## src/rtl/find_unit_clause.sv

```systemverilog
// find_unit_clause: flags a 3-literal CNF clause as unit when it is active and
// exactly one literal is still open. It reports that literal and its index.
// It also flags an active clause with no open literal as a conflict.
// All outputs are registered, with one clause evaluated per clock.
module find_unit_clause #(
   parameter int WIDTH = 9
) (
   input  logic               clk,
   input  logic               rst,
   input  logic [3*WIDTH-1:0] CNF_clause_packed,
   input  logic               clause_active,
   input  logic [2:0]         clause_in,
   output logic [WIDTH-1:0]   unit_clause,
   output logic               unit_clause_detected,
   output logic [1:0]         unit_clause_idx,
   output logic               clause_conflict
);

   localparam int NUM_LIT = 3;

   logic [NUM_LIT-1:0][WIDTH-1:0] lit;
   logic [NUM_LIT-1:0]            lit_nz;

   logic [WIDTH-1:0] unit_clause_d,          unit_clause_q;
   logic             unit_clause_detected_d, unit_clause_detected_q;
   logic [1:0]       unit_clause_idx_d,      unit_clause_idx_q;
   logic             clause_conflict_d,      clause_conflict_q;

   // L0 occupies the low bits, so the packed-array view lines up with the bus directly.
   assign lit = CNF_clause_packed;

   // A zero literal names no variable, so it can never be a propagation candidate.
   for (genvar i = 0; i < NUM_LIT; i++) begin : g_nz
      assign lit_nz[i] = |lit[i];
   end

   // Decode the single open literal. Multi-hot or empty open masks never count as unit.
   always_comb begin
      unit_clause_d          = '0;
      unit_clause_idx_d      = 2'd0;
      unit_clause_detected_d = 1'b0;
      clause_conflict_d      = clause_active & (clause_in == 3'b000);
      if (clause_active) begin
         unique case (clause_in)
            3'b001: if (lit_nz[0]) begin
               unit_clause_d          = lit[0];
               unit_clause_idx_d      = 2'd0;
               unit_clause_detected_d = 1'b1;
            end
            3'b010: if (lit_nz[1]) begin
               unit_clause_d          = lit[1];
               unit_clause_idx_d      = 2'd1;
               unit_clause_detected_d = 1'b1;
            end
            3'b100: if (lit_nz[2]) begin
               unit_clause_d          = lit[2];
               unit_clause_idx_d      = 2'd2;
               unit_clause_detected_d = 1'b1;
            end
            default: ;
         endcase
      end
   end

   // Output registers. Reset clears every result immediately.
   always_ff @(posedge clk or posedge rst) begin
      if (rst) begin
         unit_clause_q          <= '0;
         unit_clause_idx_q      <= 2'd0;
         unit_clause_detected_q <= 1'b0;
         clause_conflict_q      <= 1'b0;
      end else begin
         unit_clause_q          <= unit_clause_d;
         unit_clause_idx_q      <= unit_clause_idx_d;
         unit_clause_detected_q <= unit_clause_detected_d;
         clause_conflict_q      <= clause_conflict_d;
      end
   end

   assign unit_clause          = unit_clause_q;
   assign unit_clause_detected = unit_clause_detected_q;
   assign unit_clause_idx      = unit_clause_idx_q;
   assign clause_conflict      = clause_conflict_q;

endmodule

```

## config.mk

```make
export PLATFORM = sky130hd
export DESIGN_NAME = find_unit_clause
export DESIGN_NICKNAME = d
export VERILOG_FILES = /design/src/rtl/find_unit_clause.sv
export SDC_FILE = /design/constraint.sdc
export NUM_CORES = 1
export LEC_CHECK = 0
export CAP_MARGIN = 10
export CORE_MARGIN = 2
export CORE_UTILIZATION = 40
export DETAILED_ROUTE_END_ITERATION = 10
export GPL_TIMING_DRIVEN = 0
export PLACE_DENSITY = 0.82
export SLEW_MARGIN = 30
export SYNTH_ARGS = -nofsm -noshare
export SYNTH_HDL_FRONTEND = slang
export SYNTH_SLANG_ARGS = --single-unit
export TNS_END_PERCENT = 50
```

## constraint.sdc

```tcl
create_clock -name clk -period 1 [get_ports clk]
set_input_delay 0.25 -clock clk [delete_from_list [all_inputs] [get_ports clk]]
set_output_delay 0.25 -clock clk [all_outputs]
set_load 0.02 [all_outputs]
```

Word level (Yosys, flattened, before mapping) --
Cells that the tools add are included.
Operators by class: equal/unequal tests 3, mux-type cells 14, divide/modulo/power cells 0, multiply operators 0, reductions and logical operators 4, shifts and indexed selects 0, add/sub/neg operators 0, bitwise operators 1, $lt $le $gt $ge 0
Operators with widths (number):
- 2-to-1 mux 9 bit | 4
- one-hot mux 9 bit (3 select lines) | 1
- OR reduction 9 bit | 3
- 2-to-1 mux 1 bit | 5
- 2-to-1 mux 2 bit | 2
- one-hot mux 2 bit (2 select lines) | 1
- equality test 3 x 1 -> 1 bit, second input constant | 1
- equality test 3 x 2 -> 1 bit, second input constant | 1
- equality test 3 bit, second input constant | 1
- zero test 3 bit | 1
- one-hot mux 1 bit (3 select lines) | 1
- bitwise AND 1 bit | 1
Storage, ports and cells: bits of input ports 33, memories kept 0, RAM bits 0, latch bits 0, word-level logic and storage cells 26, flip-flop bits (word level) 13, ROM bits 0

Logic depth before layout (Yosys ltp) --
depth in word-level cells 4, gate-level depth with buffers 5

Worst setup path before layout --
Ideal clock, no wire load.
path type in2reg, start point input CNF_clause_packed[20], end point register unit_clause_q[2] (netlist: unit_clause[2]), slack -0.272 ns, arrival 1.133 ns, setup time 0.138 ns, data required time 0.862 ns, stages on the path 3, cells stage by stage or4_4 o311ai_1 a21oi_1
Between the ends: word-level cells in the longest chain between the ends 4
RTL lines:
- start: declaration | RTL line 10 | input logic [3*WIDTH-1:0] CNF_clause_packed,
- OR reduction 9 bit | RTL line 34 | assign lit_nz[i] = |lit[i];
- 2-to-1 mux 9 bit (*) | RTL line 55 | 3'b100: if (lit_nz[2]) begin
- one-hot mux 9 bit (3 select lines) (*) | RTL line 44 | unique case (clause_in)
- 2-to-1 mux 9 bit (*) | RTL line 43 | if (clause_active) begin
- via unit_clause_d[2] | RTL line 24 | logic [WIDTH-1:0] unit_clause_d, unit_clause_q;
- end signal: assignment | RTL line 73 | unit_clause_q <= unit_clause_d;
- end: declaration | RTL line 24
Mark *: on every way through the listed nets, which the timed path passes. The rest lies on a longest branch.

Final worst setup path --
start point input CNF_clause_packed[19], end point register unit_clause_detected_q (netlist: unit_clause_detected)
Between the ends: word-level cells in the longest chain between the ends 4
RTL lines:
- OR reduction 9 bit | RTL line 34
- 2-to-1 mux 1 bit | RTL line 55
- one-hot mux 1 bit (3 select lines) | RTL line 44
- 2-to-1 mux 1 bit | RTL line 43
- via unit_clause_detected_d | RTL line 25 | logic unit_clause_detected_d, unit_clause_detected_q;
- end signal: assignment | RTL line 75 | unit_clause_detected_q <= unit_clause_detected_d;
- end: declaration | RTL line 25
The timed path passes the listed nets, and every way through them passes these cells.

==> metrics.md <==
| Metric | Value |
|---|---|
| Outcome | complete, but fails checks |
| Failing checks | setup timing |
| Critical path capture point type | flip-flop |
| H-Tree Depth | 1 |
| Complex-gate fraction of the synthesized area | 25.2% |
| Die Wd | 50.4 um |
| PnR worst setup slack | -92.4 ps |
| Yosys cell types | 28 |
| Die area | 2540 um^2 |
| Post-synthesis sequential area ratio | 37.8% |
| Largest net degree at the start of global routing | 14 |
| Adder-Cell Fraction of Synth Area | 0% |
| Worst vdd ir | 0.000553 V |
| Primary FF master, synth | dfrtp_1 |
| Largest family of logic cells by synthesized area | simple AND/OR/NAND/NOR gates |
| Design area | 1570 um^2 |
| Pleak | 0.724 nW |
| Synth Area in XOR/XNOR | 1.02% |
| Row cnt | 16 |
| Routed vias | 1005 |
| Worst-path fanout max | 3 |
| 1st-iter DRT viols | 24 |
| Post-synth top cells | 18 x nand3b_1, 13 x dfrtp_1, 9 x a21oi_1 |
| Post-Syn Area | 860 um^2 |
| Total CTS buffers | 3 |
| Wirelength, routed | 3110 um |
| CTS clk-pin slew, worst paths | 90 ps |
| Initial antenna violation count | 0 |
| Seq. cell area | 325 um^2 |
| Worst slack, placed | -782 ps |
| Placer Congestion | 0.841 |
| PwrDens | 843 nW/um^2 |
| WHS | 206 ps |
| I/O pins | 46 |
| Final Power | 0.00132 W |
| Area occupied by multi-input gates | 622 um^2 |
| Worst Hold Class | input pin to flip-flop |
| Setup-failing EPs final | 20 |
| Hold path startpoint | CNF_clause_packed[14] |
| Area after DPL | 1350 um^2 |
| Number of synthesized flops with an enable pin | 0 |
| Cts hold-fix bufs | 0 |
| Clk root buf | clkbuf_4 |
| Diodes inserted | 0 |
| Max cap viols | 0 |
| Share of cells above drive strength 1 | 46.6% |
| DPL Wire Length | 1950 um |
| Drt wl/cell | 18.0 um |
| Async SR Flop Fraction | 100% |
| Synth area leaders | dfrtp_1 38%, nand3b_1 16%, a21o_1 7.0%, a21oi_1 5.2%, o311ai_1 4.1% |
| Hold path cells | 3 |
| Post-Synth Simple-Gate Area | 30.3% |
| Slew @ Worst Pin | 500 ps |
| Synth top area share | 37.8% |
| RSZ-0062 raised after global routing | yes |
| Critical Path RT | 1160 ps |
| Vias in the first global route | 904 |
| Initial core utilization | 42.9% |
| Die Y | 50.4 um |
| Synth area leader | dfrtp_1 |
| Critical Path AT | 1250 ps |
| Final hold vios | 0 |
| Net count after synthesis | 122 |
| Vias per cell | 5.81 |
| Clock Sinks | 13 |
| Achievable Freq | 915 MHz |
| Yosys warning count | 0 |
| Post-Syn Instances | 89 |
| Clk buf depth | 2 |
| CTS tree | built |
| Nets | 180 |
| DRC Markers | 0 |
| Slew Limit Fails | 0 |
| Worst Setup Path Type | input pin to flip-flop |
| Register bit total from synthesis | 13 |
| GR Overflow Total | 0 |
| Crit path time final | 1090 ps |
| Area growth, synth to finish | 82.4% |
| All-Layer GR Usage | 23.1% |
| Most numerous cell in the Yosys netlist | nand3b_1 |
| Fillcell total | 125 |
| Total core area | 2000 um^2 |
| Synthesized area per cell | 9.66 um^2 |
| Crit. Startpoint | CNF_clause_packed[19] |
| First-pass GRT wire length | 4310 um |
| Mux share of post-synthesis cell area | 0% |
| Port buffer count | 44 |
| Rel. slew slack | 66.6% |
| Period utilization | 109% |
| Drt pass-1 iters | 4 |
| Startpoint Class | input pin |
| DRT antenna net count | 0 |
| Hold Path Sink | unit_clause[5] |
layout by cell type (no fill, tap or decap), drive strengths merged, types with 2 or more instances in the layout:
cell type,synthesis,routed
buf,4,33
nand3b,18,18
dfrtp,13,13
clkbuf,2,10
a21oi,9,9
a21o,8,8
dlymetal6s2s,0,8
dlygate4sd2,0,5
nand2,4,4
clkdlybuf4s15,0,4
o311ai,4,4
inv,3,3
nor2,3,3
or2,2,2
or4,2,2
or3,2,2
nor3b,2,2
o31ai,2,2
clkdlybuf4s50,0,2
nor4,2,2
power breakdown:
group / switching, W / internal (W)
sequential: 0.00000556 / 0.000540
combinational: 0.000215 / 0.000227
clock: 0.000187 / 0.000148
critical path: stages:
cell	delay, ps
dlygate4sd2_1	250
or3_4	380
o31ai_4	260
a31oi_1	120
final cells by class:
cell class,count,share of cell area (%)
Clock buffer,3,1.44
Clock inverter,1,0.319
Timing Repair Buffer,53,31.4
Inverter,3,0.718
Multi-Input combinational cell,67,39.7
Tap cell,27,2.15
Sequential cell,13,20.8
Buffer,6,3.59
metal layers:
layer | vias to the layer above | part of all wire, % | track usage [%]
met5 | - | 0 | 0
met4 | 0 | 3.2 | 11.3
met3 | 10 | 6.6 | 2.38
met2 | 63 | 51 | 38.6
met1 | 479 | 39 | 29.6
li1 | 453 | - | -
through the flow:
step	instances	util (%)	setup TNS (ps)
3_5_place_dp	160	67.5	-11100
3_3_place_gp	160	67.5	-10710
4_1_cts	169	74.3	-1430
5_1_grt	173	78.3	-1560
2_1_floorplan	89	-	-1760
6_report	173	78.3	-1050
how the worst max path moves through the flow:
stage	endpoint	slack, ps	cells past startpoint
after floorplan	unit_clause[2]	-250	3
after global placement	unit_clause[6]	-750	4
after detailed placement	unit_clause[3]	-780	4
after CTS	unit_clause[5]	-140	4
after global routing	unit_clause[5]	-140	4
final	unit_clause_detected	-90	4
cells by family (layout without fill, tap and decap cells):
| logic type | Yosys count | count (layout) |
|---|---|---|
| AND/OR/NAND/NOR | 37 | 37 |
| AO/OA/AOI/OAI | 29 | 29 |
| flip-flops | 13 | 13 |
| buffers and inverters | 9 | 66 |
| XOR/XNOR | 1 | 1 |
what timing repair did:
| item | CTS | global route |
|---|---|---|
| endpoints found under the hold margin | 0 | 0 |
| pin swaps | 20 | 21 |
| setup endpoints to repair | 26 | 25 |
| resized for setup | 139 | 30 |
| buffers inserted | 5 | 4 |
state kept, by name, indices dropped and copies added (netlist names):
register,count
unit_clause_detected,1
unit_clause_idx,2
unit_clause,9
clause_conflict,1
Power figures use the tool's default switching activity.
